File: src/rtl/processing_element_is_db.sv
// Input-stationary PE: double-buffered activation bank, LANES-wide dot product per weight beat,
// systolic forwarding of activations/weights and a fixed STAGE+1 latency partial-sum path.
module processing_element_is_db #(
  parameter int unsigned WIDTH_A     = 16,
  parameter int unsigned WIDTH_B     = 16,
  parameter int unsigned WIDTH_MAC   = 48,
  parameter int unsigned LANES       = 2,
  parameter int unsigned STAGE       = 1,
  parameter int unsigned SIGNED      = 0,
  parameter int unsigned ZERO_GATING = 1
) (
  input  logic                       clk,
  input  logic                       rst_n,
  input  logic                       clear,
  input  logic [LANES*WIDTH_A-1:0]   act_in,
  input  logic                       act_load,
  input  logic                       act_swap,
  input  logic [LANES*WIDTH_B-1:0]   wei_in,
  input  logic                       wei_valid,
  input  logic [WIDTH_MAC-1:0]       psum_in,
  output logic [LANES*WIDTH_A-1:0]   act_out,
  output logic                       act_load_out,
  output logic                       act_swap_out,
  output logic [LANES*WIDTH_B-1:0]   wei_out,
  output logic                       wei_valid_out,
  output logic [WIDTH_MAC-1:0]       psum_out,
  output logic                       psum_valid_out,
  output logic                       act_ready,
  output logic                       shadow_full,
  output logic [1:0]                 err
);

  localparam int unsigned PW = WIDTH_A + WIDTH_B;
  localparam int unsigned AW = LANES * WIDTH_A;
  localparam int unsigned BW = LANES * WIDTH_B;

  logic [AW-1:0]        shadow_q, shadow_d, active_q, active_d;
  logic                 act_ready_q, act_ready_d, shadow_full_q, shadow_full_d;
  logic [1:0]           err_q, err_d;
  logic [AW-1:0]        act_out_q, act_out_d;
  logic                 act_load_out_q, act_load_out_d, act_swap_out_q, act_swap_out_d;
  logic [BW-1:0]        wei_out_q, wei_out_d;
  logic                 wei_valid_out_q, wei_valid_out_d;
  logic [WIDTH_MAC-1:0] psum_out_q, psum_out_d;
  logic                 psum_valid_out_q, psum_valid_out_d;

  logic [WIDTH_A-1:0]   a_l;
  logic [WIDTH_B-1:0]   b_l;
  logic [PW-1:0]        a_ext, b_ext, prod_l;
  logic signed [PW-1:0] prod_s;
  logic [WIDTH_MAC-1:0] prod_ext, issue_prod;
  logic [WIDTH_MAC-1:0] tail_prod, tail_psum;
  logic                 tail_vld;

  // Lane products against the pre-edge active bank; gated lanes contribute exactly zero.
  always_comb begin
    issue_prod = '0;
    a_l        = '0;
    b_l        = '0;
    a_ext      = '0;
    b_ext      = '0;
    prod_l     = '0;
    prod_s     = '0;
    prod_ext   = '0;
    for (int unsigned l = 0; l < LANES; l++) begin
      a_l      = active_q[l*WIDTH_A +: WIDTH_A];
      b_l      = wei_in[l*WIDTH_B +: WIDTH_B];
      prod_ext = '0;
      if (act_ready_q && !((ZERO_GATING != 0) && (a_l == '0 || b_l == '0))) begin
        a_ext  = {{WIDTH_B{(SIGNED != 0) && a_l[WIDTH_A-1]}}, a_l};
        b_ext  = {{WIDTH_A{(SIGNED != 0) && b_l[WIDTH_B-1]}}, b_l};
        prod_l = PW'(a_ext * b_ext);
        prod_s = prod_l;
        if (SIGNED != 0) prod_ext = WIDTH_MAC'(prod_s);
        else             prod_ext = WIDTH_MAC'(prod_l);
      end
      issue_prod = issue_prod + prod_ext;
    end
  end

  if (STAGE > 0) begin : g_pipe
    logic [WIDTH_MAC-1:0] prod_q [STAGE];
    logic [WIDTH_MAC-1:0] prod_d [STAGE];
    logic [WIDTH_MAC-1:0] psum_q [STAGE];
    logic [WIDTH_MAC-1:0] psum_d [STAGE];
    logic [STAGE-1:0]     vld_q, vld_d;

    // Shift register carrying reduced products, partial sums and valids.
    always_comb begin
      prod_d[0] = issue_prod;
      psum_d[0] = psum_in;
      vld_d[0]  = wei_valid;
      for (int unsigned i = 1; i < STAGE; i++) begin
        prod_d[i] = prod_q[i-1];
        psum_d[i] = psum_q[i-1];
        vld_d[i]  = vld_q[i-1];
      end
      if (clear) begin
        for (int unsigned i = 0; i < STAGE; i++) begin
          prod_d[i] = '0;
          psum_d[i] = '0;
        end
        vld_d = '0;
      end
    end

    always_ff @(posedge clk or negedge rst_n) begin
      if (!rst_n) begin
        for (int unsigned i = 0; i < STAGE; i++) begin
          prod_q[i] <= '0;
          psum_q[i] <= '0;
        end
        vld_q <= '0;
      end else begin
        for (int unsigned i = 0; i < STAGE; i++) begin
          prod_q[i] <= prod_d[i];
          psum_q[i] <= psum_d[i];
        end
        vld_q <= vld_d;
      end
    end

    assign tail_prod = prod_q[STAGE-1];
    assign tail_psum = psum_q[STAGE-1];
    assign tail_vld  = vld_q[STAGE-1];
  end else begin : g_nopipe
    assign tail_prod = issue_prod;
    assign tail_psum = psum_in;
    assign tail_vld  = wei_valid;
  end

  // Bank management, forwarding and final accumulate.
  always_comb begin
    shadow_d         = shadow_q;
    active_d         = active_q;
    act_ready_d      = act_ready_q;
    shadow_full_d    = shadow_full_q;
    err_d            = err_q;
    act_out_d        = act_in;
    act_load_out_d   = act_load;
    act_swap_out_d   = act_swap;
    wei_out_d        = wei_in;
    wei_valid_out_d  = wei_valid;
    psum_out_d       = psum_out_q;
    psum_valid_out_d = tail_vld;
    if (tail_vld) psum_out_d = tail_psum + tail_prod;

    if (act_swap) begin
      if (shadow_full_q) begin
        active_d      = shadow_q;
        act_ready_d   = 1'b1;
        shadow_full_d = 1'b0;
      end else if (!act_load) begin
        err_d[0] = 1'b1;
      end
    end
    if (act_load) begin
      shadow_d      = act_in;
      shadow_full_d = 1'b1;
      if (shadow_full_q && !act_swap) err_d[1] = 1'b1;
    end

    if (clear) begin
      shadow_d         = '0;
      active_d         = '0;
      act_ready_d      = 1'b0;
      shadow_full_d    = 1'b0;
      err_d            = '0;
      act_out_d        = '0;
      act_load_out_d   = 1'b0;
      act_swap_out_d   = 1'b0;
      wei_out_d        = '0;
      wei_valid_out_d  = 1'b0;
      psum_out_d       = '0;
      psum_valid_out_d = 1'b0;
    end
  end

  always_ff @(posedge clk or negedge rst_n) begin
    if (!rst_n) begin
      shadow_q         <= '0;
      active_q         <= '0;
      act_ready_q      <= 1'b0;
      shadow_full_q    <= 1'b0;
      err_q            <= '0;
      act_out_q        <= '0;
      act_load_out_q   <= 1'b0;
      act_swap_out_q   <= 1'b0;
      wei_out_q        <= '0;
      wei_valid_out_q  <= 1'b0;
      psum_out_q       <= '0;
      psum_valid_out_q <= 1'b0;
    end else begin
      shadow_q         <= shadow_d;
      active_q         <= active_d;
      act_ready_q      <= act_ready_d;
      shadow_full_q    <= shadow_full_d;
      err_q            <= err_d;
      act_out_q        <= act_out_d;
      act_load_out_q   <= act_load_out_d;
      act_swap_out_q   <= act_swap_out_d;
      wei_out_q        <= wei_out_d;
      wei_valid_out_q  <= wei_valid_out_d;
      psum_out_q       <= psum_out_d;
      psum_valid_out_q <= psum_valid_out_d;
    end
  end

  assign act_out        = act_out_q;
  assign act_load_out   = act_load_out_q;
  assign act_swap_out   = act_swap_out_q;
  assign wei_out        = wei_out_q;
  assign wei_valid_out  = wei_valid_out_q;
  assign psum_out       = psum_out_q;
  assign psum_valid_out = psum_valid_out_q;
  assign act_ready      = act_ready_q;
  assign shadow_full    = shadow_full_q;
  assign err            = err_q;

endmodule

File: config.mk
export PLATFORM = sky130hd
export DESIGN_NAME = processing_element_is_db
export DESIGN_NICKNAME = d
export VERILOG_FILES = /design/src/rtl/processing_element_is_db.sv
export SDC_FILE = /design/constraint.sdc
export NUM_CORES = 2
export LEC_CHECK = 0
export BUFFER_PORTS_ARGS = -buffer_cell sky130_fd_sc_hd__buf_2
export CAP_MARGIN = 20
export CORE_MARGIN = 4
export CORE_UTILIZATION = 53
export DETAILED_ROUTE_END_ITERATION = 10
export PLACE_DENSITY_LB_ADDON = 0.1
export SLEW_MARGIN = 20
export SYNTH_ARGS = -nofsm -noshare
export SYNTH_HDL_FRONTEND = slang
export SYNTH_SLANG_ARGS = --single-unit
File: constraint.sdc
create_clock -name clk -period 8.34 [get_ports clk]
set_input_delay 0.417 -clock clk [delete_from_list [all_inputs] [get_ports clk]]
set_output_delay 0.417 -clock clk [all_outputs]
set_load 0.005 [all_outputs]
==> results.md <==
- Status: completed
- Min Tclk post-route: 7.98 ns
- DRC Markers: 0
- Clock sinks: roughly 270
- Grt ovf: 0
- Clock tree buffer depth: 3
- Fin. max-slew vios: 0
- Worst slew pin tran: about 0.95 ns
- Maximum VDD drop: approximately 0.14 mV
- Avg Cell Area, Syn: just over 9 um2
- H-tree levels: 1
- Post-Syn Instances: around 3300
- Port Buffer Count: between 200 and 250
- Filler instances: 5039
- Power Total: between 3 and 4 mW
- Post-layout util: between 50 and 60%
- Fin nets: 4190
- Number of vias per cell: roughly 5.6
- Power density over cell area: approximately 100 nW/um2
- Row count: just under 90
- Final Hold Viols: 0
- CTS tree: yes
- FMAX: between 100 and 150 MHz
- Total number of vias: roughly 23000
- Skew final: approximately 0.025 ns
- Core area: about 56000 um2
- DIE AREA: 60900 um2
- ANT nets after route: 0
- Gpl congestion: 0.931
- Initial antenna violation count: 8
- Initial Util: 53.6%
- Setup CP Type: reg2reg
- Clock buffer count from CTS: 31
- Most used cell, CP: fa_1
- Post-route clock period utilization: 95.6%
- Drt initial violations: 1732
- Vias in the first global route: ~25000
- Crit end category: register
- Ys async rst share: between 90% and 100%
- Hold WC Path Type: in2reg
- Distinct cells, synth: 75
- Clock Pin Slew Worst Setup and Hold Paths: about 0.06 ns
- WL/cell: around 19 um
- Worst path arrival time: 8.40 ns
- Routed wire length: between 70 and 80 mm
- FF+latch count, synth: about 270
- Layout area overhead: 9.29%
- CTS root buf: clkbuf_16
- Setup bufs post-CTS: 0
- CP required: 8.77 ns
- Nature of the critical path startpoint: register
- Max-cap violations: 0
- Die X: 247 um
- Total Neg Setup Slack: 0 ns
- Post-Syn Nets: 4060
- Rel. slew slack: 36.9%
- First-pass GRT wire length: approximately 130 mm
- Critical path peak fanout: 11
- Initial DRT Pass Iterations: 6
- RSZ-0062 raised after global routing: no
- Top Ports: around 240
- Final setup violating endpoints: 0
- Synth Flop Type: dfrtp_1
- Clk_lat worst skew: 0.59 ns
- EDFF count, synth: 0
- Synthesized cell area: ~30000 um2
- Total track usage: 26.6%
- Syn. warnings: 0
- Die height: around 250 um
- Crit path max-delay cell type: dfrtp_1
- DP HPWL: between 60 and 70 mm
- Largest net degree at the start of global routing: 147
- Leak Pwr: about 17 nW
- Worst path max stage delay: around 0.61 ns
- Register area share after synthesis: between 20 and 25%
- Share of layout cells above drive strength 1: roughly a tenth
## kinds of logic (layout without fill, tap and decap cells)
family / after synthesis / after routing / synth area share (%)
flops: 265 / 265 / 21.9
simple gates: 1101 / 1101 / 18.0
mux: 50 / 50 / 1.66
xor+xnor: 103 / 103 / 2.98
buf+inv: 652 / 803 / 8.13
fa+ha+maj: 663 / 663 / 37.1
compound gates: 445 / 445 / 10.1
other cells: 0 / 2 / 0
## synthesized netlist by cell type, types with 3 or more instances
cell type  number  area (um2)
a2111oi_0       3        26.3
a211oi_1       28         210
a21boi_0        5        37.5
a21o_1         71         533
a21oi_1       118         591
a221o_1         3        30.0
a22o_1         39         342
a311oi_1        7        61.3
a31o_1          3        26.3
a31oi_1        13        81.3
and2_1        241        1510
and3_1         21         131
buf_1           4        15.0
buf_2           3        15.0
clkbuf_1      166         623
dfrtp_1       265        6630
fa_1          390        7810
ha_1          273        3420
inv_1         478        1790
mux2i_1        49         490
nand2_1       343        1290
nand2b_1       13        81.3
nand3_1        44         220
nand3b_1        3        22.5
nand4_1        15        93.8
nor2_1        210         788
nor2b_1       132         826
nor3_1         29         145
nor3b_1         4        30.0
nor4_1         21         131
o211ai_1        6        45.0
o21a_1         15         113
o21ai_0        64         320
o21ai_1         7        35.0
o21bai_1       18         135
o31a_1          8        70.1
o31ai_1         7        52.6
or2_2           4        25.0
or3_1          10        62.6
xnor2_1        55         482
xor2_1         48         420
## stage by stage
stage / instances / worst slack [ns] / hold WS [ns] / cell area (um2)
after floorplan: 3279 / 0.767 / 0.121 / 30200
after global placement: 4131 / 0.401 / 0.468 / 32000
after detailed placement: 4131 / 0.186 / 0.482 / 32000
after CTS: 4186 / 0.217 / 0.0253 / 33000
after global routing: 4187 / 0.00119 / 0.0381 / 33000
final: 4188 / 0.364 / 0.0557 / 33000
## final timing paths
path	start	endpoint	slack [ns]	depth (start not counted)
min in group asynchronous	rst_n	act_out[0]	0.52	2
hold reg to reg	shadow_q[7]	active_q[7]	0.49	1
setup reg to reg	active_q[7]	g_pipe.prod_q[30]	0.36	28
setup / recovery	active_q[7]	g_pipe.prod_q[30]	0.36	28
hold / removal	psum_in[5]	g_pipe.psum_q[5]	0.06	2
max in group asynchronous	rst_n	active_q[26]	6.44	3
## routing by layer
layer | vias up | share of wire, % | track usage, %
li1 | 10706 | - | -
met1 | 11757 | 41 | 35.3
met2 | 742 | 48 | 44.7
met3 | 149 | 7.1 | 5.29
met4 | 8 | 3.1 | 7.66
met5 | - | 0.058 | 0
## critical path: cells and delay by family (launching register included)
| kind | cells | cell delay (ns) |
|---|---|---|
| xor gates and xnor gates | 2 | 0.33 |
| AOI/OAI and AO/OA | 7 | 1.73 |
| adders and majority gates | 8 | 3.74 |
| DFF | 1 | 0.61 |
| buffers and inverters | 4 | 0.41 |
| and+or+nand+nor | 7 | 1.00 |
## cell type report
class                      instances  area, um2  share of cell area [%]
clock buffer                      39        826                    2.50
clock inverter                    15        179                   0.542
antenna                            2       5.00                  0.0152
multi-input combinational       2362      21200                    64.1
sequential                       265       6650                    20.1
inverter                         478       1790                    5.43
timing repair buffer             271       1470                    4.46
tap                              756        946                    2.86
## repair_timing
item,in CTS,in global routing
resized for setup,0,22
hold endpoints to repair,72,0
endpoints found under the setup margin,0,8
hold buffers,1,0
## state kept, by name, summed over array words and instances, names as in the netlist
name,count
act_out,32
shadow_full,1
active_q,32
g_pipe.prod_q,33
wei_out,32
g_pipe.psum_q,48
act_swap_out,1
psum_valid_out,1
act_ready,1
psum_out,48
err,2
act_load_out,1
shadow_q,32
wei_valid_out,1
## layout by cell type (no fill, tap or decap), types with 18 or more instances in the layout
cell	n
a211oi_1	27
a21o_1	71
a21oi_1	117
a22o_1	39
and2_1	240
and3_1	21
buf_2	235
buf_4	32
clkbuf_16	31
dfrtp_1	250
fa_1	390
ha_1	272
inv_1	478
mux2i_1	49
nand2_1	343
nand3_1	44
nor2_1	210
nor2b_1	132
nor3_1	29
nor4_1	21
o21ai_0	62
o21bai_1	18
xnor2_1	55
xor2_1	48
## power breakdown
part | leakage (nW) | internal (mW) | switching (mW)
Clock | 0.480 | 0.793 | 0.571
Sequential | 3.51 | 1.34 | 0.0398
Combinational | 13.3 | 0.212 | 0.354
Note: power is estimated with default switching activity, not from simulation.
